`src/rtl/jtag_pin_sampler.sv`:
```
// jtag_pin_sampler: oversampling TCK glitch filter with rise/fall strobes,
// TMS/TDI capture aligned to the filtered rising edge and TDO launch on the
// filtered falling edge, all in the system clock domain.
// Ports: clk, rst_p (sync, active high), tck_sync/tms_sync/tdi_sync
// (synchronised pins), tdo_next (next TDO bit) -> tck_level, tck_rise,
// tck_fall, tms_q, tdi_q, tdo.
// Optional macro JTAG_PIN_SAMPLER_TRST_EN adds trst_n_sync (active-low TRST)
// and the registered tap_reset output.
module jtag_pin_sampler #(
    parameter int FILT_CNT = 2,
    parameter int CNT_W    = 4
) (
    input  logic clk,
    input  logic rst_p,
    input  logic tck_sync,
    input  logic tms_sync,
    input  logic tdi_sync,
    input  logic tdo_next,
`ifdef JTAG_PIN_SAMPLER_TRST_EN
    input  logic trst_n_sync,
    output logic tap_reset,
`endif
    output logic tck_level,
    output logic tck_rise,
    output logic tck_fall,
    output logic tms_q,
    output logic tdi_q,
    output logic tdo
);

    localparam logic [CNT_W-1:0] CNT_LAST = CNT_W'(FILT_CNT - 1);

    logic [CNT_W-1:0] cnt;
    logic             tms_cap;
    logic             tdi_cap;
    logic             mismatch;
    logic             first;
    logic             qualify;
    logic             trst_act;

    assign mismatch = (tck_sync != tck_level);
    assign first    = mismatch && (cnt == '0);
    assign qualify  = mismatch && (cnt == CNT_LAST);

`ifdef JTAG_PIN_SAMPLER_TRST_EN
    assign trst_act = ~trst_n_sync;
`else
    assign trst_act = 1'b0;
`endif

    always_ff @(posedge clk) begin
        if (rst_p) begin
            tck_level <= 1'b0;
            tck_rise  <= 1'b0;
            tck_fall  <= 1'b0;
            cnt       <= '0;
            tms_cap   <= 1'b0;
            tdi_cap   <= 1'b0;
            tms_q     <= 1'b0;
            tdi_q     <= 1'b0;
            tdo       <= 1'b0;
`ifdef JTAG_PIN_SAMPLER_TRST_EN
            tap_reset <= 1'b1;
`endif
        end else begin
            tck_rise <= 1'b0;
            tck_fall <= 1'b0;
            // First sample of a candidate rising edge is the one that counts.
            if (first && !tck_level) begin
                tms_cap <= tms_sync;
                tdi_cap <= tdi_sync;
            end
            if (trst_act) begin
                tck_level <= 1'b0;
                cnt       <= '0;
                tdo       <= 1'b0;
            end else if (!mismatch) begin
                cnt <= '0;
            end else if (qualify) begin
                tck_level <= tck_sync;
                cnt       <= '0;
                if (tck_sync) begin
                    tck_rise <= 1'b1;
                    // With a one-cycle filter the capture register is
                    // loaded on this same edge, so take the live sample.
                    tms_q <= first ? tms_sync : tms_cap;
                    tdi_q <= first ? tdi_sync : tdi_cap;
                end else begin
                    tck_fall <= 1'b1;
                    tdo      <= tdo_next;
                end
            end else begin
                cnt <= cnt + 1'b1;
            end
`ifdef JTAG_PIN_SAMPLER_TRST_EN
            tap_reset <= trst_act;
`endif
        end
    end

endmodule

```
`config.mk`:
```
export PLATFORM = sky130hd
export DESIGN_NAME = jtag_pin_sampler
export DESIGN_NICKNAME = d
export VERILOG_FILES = /design/src/rtl/jtag_pin_sampler.sv
export SDC_FILE = /design/constraint.sdc
export NUM_CORES = 1
export LEC_CHECK = 0
export ABC_CLOCK_PERIOD_IN_PS = 1680
export CAP_MARGIN = 5
export CORE_AREA = 2 2 39 41
export CTS_CLUSTER_DIAMETER = 30
export DETAILED_ROUTE_END_ITERATION = 7
export DIE_AREA = 0 0 41 43
export GPL_ROUTABILITY_DRIVEN = 1
export PLACE_DENSITY_LB_ADDON = 0.2
export SLEW_MARGIN = 20
export SYNTH_ARGS = -nofsm -noshare
export SYNTH_HDL_FRONTEND = slang
export SYNTH_SLANG_ARGS = --single-unit
```
`constraint.sdc`:
```
create_clock -name clk -period 1.68 [get_ports clk]
set_input_delay 0.336 -clock clk [delete_from_list [all_inputs] [get_ports clk]]
set_output_delay 0.336 -clock clk [all_outputs]
set_load 0.03 [all_outputs]
```
# Word-level counts from Yosys, hierarchy flattened
# Cells that the tools add are included.
# classes
n_addsub	1
eq_ne	2
n_mux	4
bitwise	3
reduce_logical	10
# ops
cell	n
AND reduction 3 bit	2
OR reduction 3 bit	2
adder 4 x 1 -> 4 bit, second input constant	1
== test 4 x 1 -> 1 bit, second input constant	1
logical NOT 4 bit	1
two-way mux 1 bit	4
logical AND 1 bit	3
NOT 1 bit	3
AND reduction 2 bit	1
logical NOT 1 bit	1
!= test 1 bit	1
# totals
regBits	12
wordCells	29

# Logic depth before layout (Yosys ltp)
# depth
depth_word	4
ltp_mapped	5
ltp_nobuf	5

# Worst setup path before layout
# OpenSTA, ideal clock, no wires.
# synth_path
kind	register to register
from	register tck_level
to	register tdi_q
setup_ns	0.091
arrival_time_ns	1.614
required_time_ns	1.589
path_slack_ns	-0.025
stages_incl_launch_ff	5
n_path_buf	0
path_cell_list	dfxtp_1 > ha_1 > nor4b_4 > a21oi_1 > a311oi_1
# synth_between
elab_chain_cells	3
word_cells_on_any_way	5
classes_between	eq/ne: 1; mux: 1; reduce/logical: 3
# synth_lines
item	line_no	text
from (decl)	23	output logic tck_level,
from (signal assigned)	80	tck_level <= tck_sync;
!= test 1 bit *	41	assign mismatch = (tck_sync != tck_level);
logical AND 1 bit, on equally long branches	43, 42	
AND reduction 3 bit (no source line) / two-way mux 1 bit (equally long branches)	--	
to (signal assigned)	87	tdi_q <= first ? tdi_sync : tdi_cap;
to (decl)	27	output logic tdi_q,
# Mark *: on every way between the ends. The rest lies on a longest branch, timed or not.
# A chain may end at the register's enable or synchronous reset.

# Worst setup path after layout
# layout_path
from	register tdi_q
to	output tdi_q
# No word-level cell between the ends.

==> results.toml <==
[run_status]
status = "complete, no violations"

[power_and_ir_drop]
power_leakage_nw = 0.344
powerDensity_mw_per_mm2 = 729
power_mw = 0.582
worst_ir_drop_vdd_mv = 0.556

[sta]
slew_violations = 0
fin_crit_sh_pct = 94.6
min_period_ns = 1.59
finalHoldViolations = 0
slew_headroom_pct = 78.9
worst_pin_slew_ns = 0.316
setup_slack_ns = 0.0912
fmax_mhz = 629
final-setup-viol-count = 0
rsz0062_at_grt = "false"
skew_ns = 0.000569

[clock_network]
htree_levels = 1
holdBufCountCts = 0
cts_setup_buffers = 0
cts_buffer_depth = 2
cts_tree = "yes"
insertion_delay_ns = 0.26
cts_made_buffers = 3
root_buffer = "clkbuf_4"
numClockSinks = 12
clkTransAtPathRegs_ns = 0.07

[final_layout]
ff_latch_area_um2 = 241
finalNetCount = 88
fill_cells = 116
syn2layout_area_growth_pct = 39.9
diodes = 0
multi_input_area_um2 = 320
drive_gt1_share_pct = 25.3

[logic_synthesis]
ys_warn_count = 0
synth.area.mux_share_pct = 8.77
syn_area_per_cell_um2 = 10.6
syn-cell-area_um2 = 571
synth_seq_cells = 12
syn_inst = 54
synth_top_family_by_area = "simple AND/OR/NAND/NOR gates"
synth_xor_area_share_pct = 3.07
synth-adder-area-share_pct = 11.0
synth-compound-area-share_pct = 7.46
synth.net_count = 65
synth.distinct_cells = 19
ys_seq_area_share_pct = 42.1
synthSimpleGateAreaFrac_pct = 23.7

[grt]
grt_pass1_vias = 369
grt-ovfl-total = 0
grt_pass1_wl_mm = 1.51
grt_usage_pct = 13.2
grt_max_degree = 11
antenna_found_initial = 0

[critical_path]
crit_arrival_ns = 1.25
rr_worst_depth = 5
path_cells = "clkdlybuf4s50_1"
crit_buf_inv = 1
critPathSlowestCell = "clkdlybuf4s50_1"
cp_top_family = "buffers and inverters"
cp-end-kind = "output pin"
reg2reg_from = "tck_level"
worstPathMaxFanout = 2
critPathLaunchType = "register"
rrSetupSlack_ns = 0.28
max_stage_delay_ns = 0.66
r2r_end = "tdi_q"
crit_type = "reg -> out"
required_ns = 1.34

[placed_design]
hpwl_um = 688
portBuffers = 11
place_ws_ns = -0.327
gp_congestion = 0.697

[routing]
avgViaCountPerCell = 4.63
ant_nets = 0
firstDrtPassIters = 3
wl_per_cell_um = 9.85
drc = 0
totalWireLength_um = 896
drtIter0Drc = 3
via_count = 421

[worst_hold_path]
holdPathEnd = "tck_fall"
hold_class = "in -> reg"
min_from = "tck_sync"
holdPathStages = 3

[floorplanning]
die_y_um = 43
die_w_um = 41
start_util_pct = 41.2
ios = 12
core.rowCount = 14
dieArea_mm2 = 0.00176
core-area_mm2 = 0.00138

[run]
maxCapViolations = 0
## power breakdown
| group | switching, mW | internal, mW | leakage, nW |
|---|---|---|---|
| sequential | 0.00810 | 0.296 | 0.0979 |
| clock | 0.0823 | 0.0826 | 0.0138 |
| combinational | 0.0477 | 0.0652 | 0.232 |
| total | 0.138 | 0.444 | 0.344 |
## placed cells by master (no fill, tap or decap), types with 2 or more instances in the layout
cell type	netlist	routed
dfxtp_1	12	11
clkdlybuf4s50_1	0	9
inv_1	5	4
ha_1	5	4
dlymetal6s2s_1	0	2
clkbuf_4	0	3
a21oi_1	3	3
nor3b_1	2	2
mux2i_1	5	5
a311oi_1	2	2
nor2_1	5	5
nand2b_1	4	4
buf_4	0	8
nand3_1	2	2
## registers in the layout, summed over array words and instances, names as in the netlist
name / count
cnt: 4
tck_fall: 1
tck_level: 1
tck_rise: 1
tdi_cap: 1
tdi_q: 1
tdo: 1
tms_cap: 1
tms_q: 1
## through the flow
step | utilization [%] | TNS (ns) | hold slack (ns) | cells | instance area, um^2
after CTS | 57.3 | 0 | 0.478 | 91 | 793
after detailed placement | 54.8 | -3.05 | 0.469 | 88 | 758
after global placement | 54.8 | -2.98 | 0.460 | 88 | 758
after floorplan | - | 0 | 0.412 | 54 | 572
final | 57.7 | 0 | 0.416 | 91 | 798
after global routing | 57.7 | 0 | 0.424 | 91 | 798
## per-layer routing
layer | track usage [%] | part of all wire [%] | vias up
met2 | 17.5 | 43 | 8
met1 | 17.8 | 51 | 186
met5 | 0 | 0 | -
met4 | 10.0 | 1.9 | 0
li1 | - | - | 225
met3 | 3.14 | 4.1 | 2
## area by class of cell
| cell class | count | area share, % |
|---|---|---|
| Clock buffer | 3 | 2.82 |
| Multi-Input combinational cell | 36 | 40.1 |
| Tap cell | 16 | 2.51 |
| Timing Repair Buffer | 19 | 21.9 |
| Inverter | 5 | 2.35 |
| Sequential cell | 12 | 30.3 |
## cells by family after synthesis
| kind of cell | count (synthesis) |
|---|---|
| muxes | 5 |
| buffers and inverters | 6 |
| DFF | 12 |
| xor gates and xnor gates | 2 |
| and+or+nand+nor | 18 |
| adders and majority gates | 5 |
| AOI/OAI and AO/OA | 6 |
## cells in the mapped netlist
master	instances	share of area [%]
and2b_2	1	1.5
mux2i_1	5	8.8
nor2_1	5	3.3
xnor2_1	1	1.5
dfxtp_1	12	42
clkbuf_1	1	0.66
nor3b_1	2	2.6
nand3_1	2	1.8
nor4b_4	1	4.2
nor3b_2	1	2.2
a21bo_2	1	1.8
nor4b_2	1	2.6
xor2_1	1	1.5
a21oi_1	3	2.6
inv_1	5	3.3
ha_1	5	11
or3_1	1	1.1
a311oi_1	2	3.1
nand2b_1	4	4.4
## how the worst max path moves through the flow
stage | startpoint | to | slack [ns] | cells after the start
floorplan | tck_level | tdi_q | 0.12 | 4
global placement | tck_sync | tdi_q | -0.32 | 7
detailed placement | tck_sync | tdi_q | -0.33 | 7
CTS | tck_level | tck_level | 0.002 | 1
global route | tms_q | tms_q | 0.04 | 1
finish | tdi_q | tdi_q | 0.09 | 1
## timing repair
item,4_1_cts,5_1_grt
pin swaps,0,3
setup endpoints to repair,9,6
resized for setup,1,3
Note: power is estimated with default switching activity, not from simulation.
